File: src/rtl/optical_pkg.sv
// Shared types and helpers for the optical slot scheduler.
// State encoding, default geometry, switch-cell constants and a field-slice helper.
package optical_pkg;

    localparam int DEF_DSTWIDTH = 3;
    localparam int DEF_PORTNUM  = 8;

    localparam logic SW_BAR   = 1'b0;
    localparam logic SW_CROSS = 1'b1;

    typedef enum logic [2:0] {
        ST_IDLE     = 3'd0,
        ST_MATCH    = 3'd1,
        ST_ISSUE    = 3'd2,
        ST_WAIT_GNT = 3'd3,
        ST_SETTLE   = 3'd4,
        ST_SLOT     = 3'd5,
        ST_END      = 3'd6
    } state_t;

    function automatic int max_of(input int a, input int b);
        return (a > b) ? a : b;
    endfunction

    // Extracts destination field idx from a packed per-port vector of default geometry.
    function automatic logic [DEF_DSTWIDTH-1:0] get_field(
        input logic [DEF_DSTWIDTH*DEF_PORTNUM-1:0] vec,
        input int unsigned                          idx
    );
        return vec[DEF_DSTWIDTH*idx +: DEF_DSTWIDTH];
    endfunction

endpackage

File: src/rtl/optical_rr_matcher.sv
// Sequential rotating-priority matcher: examines one port per step, starting at rr_ptr,
// and builds a conflict-free destination permutation from a captured request snapshot.
module optical_rr_matcher
    import optical_pkg::*;
#(
    parameter int P_DSTWIDTH = DEF_DSTWIDTH,
    parameter int P_PORTNUM  = DEF_PORTNUM
) (
    input  logic                            clk,
    input  logic                            rst_n,
    input  logic                            start,
    input  logic                            step,
    input  logic [P_PORTNUM-1:0]            req_in,
    input  logic [P_DSTWIDTH*P_PORTNUM-1:0] dst_in,
    input  logic [P_DSTWIDTH-1:0]           rr_ptr,
    output logic [P_PORTNUM-1:0]            match,
    output logic [P_DSTWIDTH*P_PORTNUM-1:0] req_out,
    output logic                            last
);

    logic [P_PORTNUM-1:0]            snap_req;
    logic [P_DSTWIDTH*P_PORTNUM-1:0] snap_dst;
    logic [P_PORTNUM-1:0]            dst_used;
    logic [P_DSTWIDTH-1:0]           k;
    logic [P_DSTWIDTH-1:0]           cur_port;
    logic [P_DSTWIDTH-1:0]           cur_dst;
    logic                            cur_ok;

    // Port count is a power of two, so the natural wrap of the add gives the modulo.
    assign cur_port = rr_ptr + k;
    assign cur_dst  = snap_dst[cur_port*P_DSTWIDTH +: P_DSTWIDTH];
    assign cur_ok   = step && snap_req[cur_port] && !dst_used[cur_dst];
    assign last     = step && (k == P_DSTWIDTH'(P_PORTNUM-1));

    always_ff @(posedge clk or negedge rst_n) begin
        if (!rst_n) begin
            snap_req <= '0;
            snap_dst <= '0;
            dst_used <= '0;
            match    <= '0;
            req_out  <= '0;
            k        <= '0;
        end else if (start) begin
            snap_req <= req_in;
            snap_dst <= dst_in;
            dst_used <= '0;
            match    <= '0;
            req_out  <= '0;
            k        <= '0;
        end else if (step) begin
            if (cur_ok) begin
                match[cur_port]                              <= 1'b1;
                dst_used[cur_dst]                            <= 1'b1;
                req_out[cur_port*P_DSTWIDTH +: P_DSTWIDTH]   <= cur_dst;
            end
            if (!last) begin
                k <= k + 1'b1;
            end
        end
    end

endmodule

File: src/rtl/optical_slot_scheduler.sv
// Round-based scheduler sharing the 8x8 optical switch among source ports.
// Define OPTICAL_GRANT_TIMEOUT_EN to abort a round when the controller never grants.
module optical_slot_scheduler
    import optical_pkg::*;
#(
    parameter int P_DSTWIDTH    = DEF_DSTWIDTH,
    parameter int P_PORTNUM     = DEF_PORTNUM,
    parameter int P_SETTLE_CYC  = 16,
    parameter int P_SLOT_CYC    = 256,
    parameter int P_TIMEOUT_CYC = 1024
) (
    input  logic                            i_clk,
    input  logic                            i_rst_n,
    input  logic [P_PORTNUM-1:0]            i_port_req,
    input  logic [P_DSTWIDTH*P_PORTNUM-1:0] i_port_dst,
    output logic [P_DSTWIDTH*P_PORTNUM-1:0] o_8x8out_req,
    output logic                            o_8x8out_valid,
    input  logic                            i_grant_valid,
    output logic                            o_config_end,
    output logic [P_PORTNUM-1:0]            o_port_grant,
    output logic                            o_slot_active,
    output logic                            o_timeout_err
);

    localparam int CNT_MAX = max_of(max_of(P_SETTLE_CYC, P_SLOT_CYC), P_TIMEOUT_CYC);
    localparam int CNT_W   = $clog2(CNT_MAX) + 1;

    localparam logic [CNT_W-1:0] SETTLE_LOAD = CNT_W'(P_SETTLE_CYC - 1);
    localparam logic [CNT_W-1:0] SLOT_LOAD   = CNT_W'(P_SLOT_CYC - 1);

    state_t                  state;
    state_t                  next_state;
    logic [CNT_W-1:0]        cnt;
    logic [P_DSTWIDTH-1:0]   rr_ptr;
    logic                    capture;
    logic                    step_en;
    logic                    match_last;
    logic [P_PORTNUM-1:0]    match_vec;
    logic                    timeout_hit;

    assign capture = (state == ST_IDLE) && (|i_port_req);
    assign step_en = (state == ST_MATCH);

    optical_rr_matcher #(
        .P_DSTWIDTH (P_DSTWIDTH),
        .P_PORTNUM  (P_PORTNUM)
    ) u_matcher (
        .clk     (i_clk),
        .rst_n   (i_rst_n),
        .start   (capture),
        .step    (step_en),
        .req_in  (i_port_req),
        .dst_in  (i_port_dst),
        .rr_ptr  (rr_ptr),
        .match   (match_vec),
        .req_out (o_8x8out_req),
        .last    (match_last)
    );

`ifdef OPTICAL_GRANT_TIMEOUT_EN
    logic [CNT_W-1:0] wait_cnt;
    logic             timeout_err_q;

    assign timeout_hit = (state == ST_WAIT_GNT) && !i_grant_valid &&
                         (wait_cnt == CNT_W'(P_TIMEOUT_CYC - 1));

    // Counts grant-wait cycles; the error flag is registered so it pulses in the first IDLE cycle.
    always_ff @(posedge i_clk or negedge i_rst_n) begin
        if (!i_rst_n) begin
            wait_cnt      <= '0;
            timeout_err_q <= 1'b0;
        end else begin
            timeout_err_q <= timeout_hit;
            if (state != ST_WAIT_GNT) begin
                wait_cnt <= '0;
            end else if (!timeout_hit) begin
                wait_cnt <= wait_cnt + 1'b1;
            end
        end
    end

    assign o_timeout_err = timeout_err_q;
`else
    assign timeout_hit   = 1'b0;
    assign o_timeout_err = 1'b0;
`endif

    always_ff @(posedge i_clk or negedge i_rst_n) begin
        if (!i_rst_n) begin
            state <= ST_IDLE;
        end else begin
            state <= next_state;
        end
    end

    always_comb begin
        next_state = state;
        case (state)
            ST_IDLE:     if (capture) next_state = ST_MATCH;
            ST_MATCH:    if (match_last) next_state = ST_ISSUE;
            ST_ISSUE:    next_state = i_grant_valid ? ST_SETTLE : ST_WAIT_GNT;
            ST_WAIT_GNT: begin
                if (i_grant_valid) begin
                    next_state = ST_SETTLE;
                end else if (timeout_hit) begin
                    next_state = ST_IDLE;
                end
            end
            ST_SETTLE:   if (cnt == '0) next_state = ST_SLOT;
            ST_SLOT:     if (cnt == '0) next_state = ST_END;
            ST_END:      next_state = ST_IDLE;
            default:     next_state = ST_IDLE;
        endcase
    end

    // One down-counter serves both SETTLE and SLOT; it loads on entry and stops at zero.
    always_ff @(posedge i_clk or negedge i_rst_n) begin
        if (!i_rst_n) begin
            cnt    <= '0;
            rr_ptr <= '0;
        end else begin
            if (next_state == ST_SETTLE && state != ST_SETTLE) begin
                cnt <= SETTLE_LOAD;
            end else if (next_state == ST_SLOT && state != ST_SLOT) begin
                cnt <= SLOT_LOAD;
            end else if ((state == ST_SETTLE || state == ST_SLOT) && cnt != '0) begin
                cnt <= cnt - 1'b1;
            end
            if (state == ST_END || timeout_hit) begin
                rr_ptr <= rr_ptr + 1'b1;
            end
        end
    end

    always_comb begin
        o_8x8out_valid = 1'b0;
        o_config_end   = 1'b0;
        o_slot_active  = 1'b0;
        o_port_grant   = '0;
        case (state)
            ST_ISSUE: o_8x8out_valid = 1'b1;
            ST_SLOT: begin
                o_slot_active = 1'b1;
                o_port_grant  = match_vec;
            end
            ST_END:   o_config_end = 1'b1;
            default: ;
        endcase
    end

endmodule

File: config.mk
export PLATFORM = sky130hd
export DESIGN_NAME = optical_slot_scheduler
export DESIGN_NICKNAME = d
export VERILOG_FILES = /design/src/rtl/optical_pkg.sv /design/src/rtl/optical_rr_matcher.sv /design/src/rtl/optical_slot_scheduler.sv
export SDC_FILE = /design/constraint.sdc
export NUM_CORES = 1
export LEC_CHECK = 0
export ABC_AREA = 1
export CAP_MARGIN = 20
export CORE_ASPECT_RATIO = 2
export CORE_MARGIN = 4
export CORE_UTILIZATION = 55
export DETAILED_ROUTE_END_ITERATION = 10
export HOLD_SLACK_MARGIN = 0.12
export MAX_ROUTING_LAYER = met4
export PLACE_DENSITY_LB_ADDON = 0.05
export SLEW_MARGIN = 10
export SYNTH_ARGS = -nofsm -noshare
export SYNTH_HDL_FRONTEND = slang
export SYNTH_HIERARCHICAL = 1
export SYNTH_SLANG_ARGS = --single-unit
File: constraint.sdc
create_clock -name i_clk -period 5.7 [get_ports i_clk]
set_clock_uncertainty 0.1 [all_clocks]
set_input_delay 1.14 -clock i_clk [delete_from_list [all_inputs] [get_ports i_clk]]
set_output_delay 1.14 -clock i_clk [all_outputs]
set_load 0.1 [all_outputs]
* Yosys cells after proc, flatten, opt, wreduce, memory -nomap -nowiden
Index checks and enable logic that the tools add are counted.
Storage, ports and cells: output and inout port bits 36, bits of input ports 35, bits in registers 92, logic and storage cells 91
Cells by class: shift operators 3, $lt $le $gt $ge 4, eq/ne operators 12, add/sub/neg operators 5, multiply operators 1, muxes and demuxes 35, bitwise gates (word level) 2, reduce and logical (&&, ||, !) cells 20
Operators by type and width (count):
- $mux 24 | 3
- $mux 8 | 7
- $neg 5->34 | 1
- $shift 3x34->24 const A | 1
- $shiftx 3x34->24 | 1
- $mux 11 | 3
- $mux 3 | 9
- $bwmux 24 | 1
- $shiftx 24x6->3 | 1
- $eq 3x3->1 const B | 6
- $pmux 3 s6 | 1
- $or 8x8->8 | 2
- $logic_not 11->1 | 1
- $reduce_bool 11->1 | 1
- $sub 11x1->11 const B | 1
- $logic_and 1x1->1 | 9
- $lt 3x4->1 const B | 2
- $reduce_or 8->1 | 1
- $mux 1 | 7
- $add 3x1->3 const B | 2
- $bmux 1 s3 | 2
- $demux 1 s3 | 2
- $eq 3x2->1 const B | 2
- $ge 3x1->1 const B | 2
- other kinds (11) | 14

* Depth between registers and ports, before layout
word-level depth 11, depth in mapped cells 19, gate-level depth less buffers 17

* Modules after synthesis
Netlist, hierarchy kept.
By module, submodules not included:
- optical_rr_matcher | times used 1, seq. area each 1876.8 um^2, cells an instance 555, area an instance 4122.7 um^2
- optical_slot_scheduler | times used 1, seq. area each 425.4 um^2, cells an instance 150, area an instance 1126.1 um^2

* Worst setup path after synthesis
Ideal clock, no wire load.
kind register to output, from register state[0], to output o_8x8out_valid, arrival 2491 ps, buffers on the path 0, required time 4460 ps, cell stages (with the launch flop) 2, slack 1969 ps, path through dfrtp_1 nor3_1
On the way: word-level cells in the longest chain between the ends 2
RTL lines:
- start, declared | line optical_slot_scheduler.sv:31 | state_t state;
- start signal, assigned | line optical_slot_scheduler.sv:92 | state <= next_state;
- $eq 3x2->1 | line optical_slot_scheduler.sv:140 | case (state)
- $mux 1 | line optical_slot_scheduler.sv:140
- end, declared | line optical_slot_scheduler.sv:17 | output logic o_8x8out_valid,
No other way between the ends.

* Worst setup path in the final report
from register state[1], to output o_port_grant[3]
On the way: word-level cells in the longest chain between the ends 2
RTL lines:
- $eq 3x3->1 | line optical_slot_scheduler.sv:140
- $mux 8 | line optical_slot_scheduler.sv:140
- end, declared | line optical_slot_scheduler.sv:20 | output logic [P_PORTNUM-1:0] o_port_grant,
No other way between the ends.

==> results.toml <==
[setup_path]
required_ns = 4.46
worstPathMaxFanout = 12
cp_data_arrival_time_ns = 2.68
worstSetupStartpoint = "state[1]$_DFF_PN0_"
r2r_start = "rr_ptr[0]$_DFFE_PN0P_"
critPathCaptureType = "primary output"
critPathKind = "reg -> out"
start_kind = "flop"
rr_worst_depth = 17

[power_and_ir_drop]
leakagePower_nw = 3.175
comb_power_share_pct = 56.9
pwr-share-seq_pct = 27.1
power_frac_clock_pct = 16.0
power_density_nw_per_um2 = 605.0
switching_share_pct = 51.87
p_int_w = 0.001816
irDropWorstVdd_mv = 0.3628
p_sw_w = 0.001958

[timing]
hold_viol_final = 0
worst-slew-pin-transition_ns = 1.014
drv_slew = 0
slew_headroom_pct = 32.20
tns_ns = 0
fin_crit_sh_pct = 68.75
min_period_ns = 3.919
fmax_ghz = 0.2552
setup_viol = 0
rsz0062_at_grt = "false"

[clock_network]
cts_buffers = 9
numClockSinks = 92
cts-resized-gates = 0
clk_path_buf_depth = 2
cts-root-buf = "clkbuf_16"
cts.htree.levels = 3
clk_pin_slew_worst_paths_ns = 0.06
cts_tree = "built"
post-cts-setup-buffers = 0
cts-hold-fix-buffers = 0
clk_latency_ns = 0.34

[synthesis]
synth-seq-cells = 92
yosysWarnings = 6
syn_area_um2 = 5249
synth-main-ff-cell = "dfrtp_1"
synthTopCellsByArea = "dfrtp_1 44%, nand2_1 16%, nand3_1 7.3%"
yosysMostFrequentCell = "nand2_1"
synthArstFlopShare_pct = 100.0
synth.top_cell.area_share_pct = 43.86
synth_edf_count = 0
synth_area_per_cell_um2 = 7.445
synth.distinct_cells = 36
synth_cells = 705
synth_area_leader_cell = "dfrtp_1"
yosysSeqAreaShare_pct = 43.86
synth_common_cells = "219 x nand2_1, 92 x dfrtp_1, 80 x inv_1, 77 x nand3_1, 59 x nor2_1"
syn-num-nets = 750

[die]
initial_utilization_pct = 56.31
dieWidth_um = 77.08
dieArea_um2 = 11260
core_area_um2 = 9321
dieHeight_um = 146.2
boundaryPins = 71
rows = 50

[hold_path]
holdCritPathClass = "reg -> reg"
min_from = "u_matcher/snap_req[2]$_DFFE_PN0P_"
min_path_cells = 2

[layout]
n_antenna_cell = 0
nets = 805
multiInputGateArea_um2 = 2459
fill_cells = 830
fin_cells = 869
area_growth_pct = 18.86
final_layout_size_suffix_gt1_share_pct = 7.190
ff_latch_area_um2 = 2302

[routing]
drtIter0Drc = 385
viasPerCell = 5.391
wirelength_um = 12700
drc = 0
wire_per_inst_um = 14.62
vias = 4685
drtAntennaViolNets = 0
drt_pass1_iterations = 5

[global_route]
grt_pass1_vias = 4680
antenna_found_initial = 0
gr-usage-all-layers_pct = 24.03
grt_max_degree = 62
grt_pass1_wl_um = 21310
gr-total-overflow = 0

[flow_run]
maxCapViolCount = 0

[placement]
place_congestion = 0.9485
hpwl_um = 9414
dp_cells = 853
io_buffers = 69

[outcome]
status = "finished, final reports clean"
metal layers:
| layer | GRT usage [%] | part of all wire, % |
|---|---|---|
| met1 | 25.95 | 39 |
| met5 | - | 0 |
| met4 | 11.68 | 3.7 |
| met2 | 42.83 | 54 |
| met3 | 3.086 | 3.4 |
power by group through the flow:
stage          clock [W]  sequential [W]  combinational, W
2_1_floorplan          0         0.00121           0.00155
3_3_place_gp           0         0.00102           0.00209
3_5_place_dp           0         0.00103           0.00213
4_1_cts         0.000617         0.00102           0.00214
5_1_grt         0.000647         0.00105           0.00238
6_report        0.000604         0.00102           0.00215
area by class of cell:
type                    count  area share [%]
clock inverters             5          0.9627
clock buffers              11           3.891
flip-flops and latches     92           36.90
multi-input cells         499           39.41
repair buffers             73           11.51
inverters                  85           5.235
well taps                 104           2.086
cell usage in the layout (no fill, tap or decap), types with 2 or more instances in the layout:
cell and n:
clkdlybuf4s50_1 68, xnor2_1 2, o21ai_1 2, nor3_1 9, nand3_1 77, o21ai_0 39, nand2_4 6, nand3_2 2
nand2_2 11, inv_1 80, nand2_1 219, o211ai_1 2, nand4_1 28, nor2_8 2, clkbuf_16 9, inv_2 4
dfrtp_1 92, xor2_1 3, a21oi_1 17, nor2_1 59, nor2_4 2, ha_1 9, buf_4 5
worst max-delay path, cell delays in order, from the launching register on:
cell and delay [ns]:
dfrtp_1 0.38, inv_1 0.14, nand3_1 0.43, nor2_1 0.23
clkdlybuf4s50_1 1.16
state kept, by name, summed over array words and instances, names as in the netlist:
signal and cells:
u_matcher/dst_used 8, rr_ptr 3, u_matcher/snap_req 8, cnt 11, state 3, u_matcher/match 8, u_matcher/k 3, u_matcher/snap_dst 24
u_matcher/req_out 24
worst paths after layout:
kind,slack (ns),to
worst max-delay path,1.78,o_port_grant[3]
worst min-delay path,0.37,u_matcher/snap_req[2]$_DFFE_PN0P_
worst max register to register,2.24,u_matcher/match[3]$_DFFE_PN0P_
worst min register to register,0.37,u_matcher/snap_req[2]$_DFFE_PN0P_
max in group asynchronous,3.76,state[1]$_DFF_PN0_
min in group asynchronous,0.68,u_matcher/req_out[11]$_DFFE_PN0P_
cell families (layout without fill, tap and decap cells):
kind of cell | after synthesis | count (layout) | share of synthesized area (%)
AOI/OAI and AO/OA | 60 | 60 | 5.816
xor gates and xnor gates | 5 | 5 | 0.8345
adders and majority gates | 10 | 10 | 2.527
buffers and inverters | 114 | 174 | 9.320
DFF | 92 | 92 | 43.86
muxes | 1 | 1 | 0.2145
other | 1 | 1 | 0.07145
and+or+nand+nor | 422 | 422 | 37.35
metrics by stage:
| stage | power [W] | utilization, % | hold WS [ns] | area [um2] | setup WS (ns) |
|---|---|---|---|---|---|
| finish | 0.003774 | 66.93 | 0.3718 | 6238 | 1.781 |
| detailed placement | 0.003166 | 63.68 | 0.3603 | 5936 | 2.139 |
| global route | 0.004081 | 66.93 | 0.3998 | 6238 | 1.615 |
| floorplan | 0.002760 | - | 0.3366 | 5249 | 1.969 |
| global placement | 0.003113 | 63.68 | 0.3522 | 5936 | 2.197 |
| CTS | 0.003780 | 66.93 | 0.3757 | 6238 | 1.774 |
No activity file was read; power rests on OpenSTA's default activity.
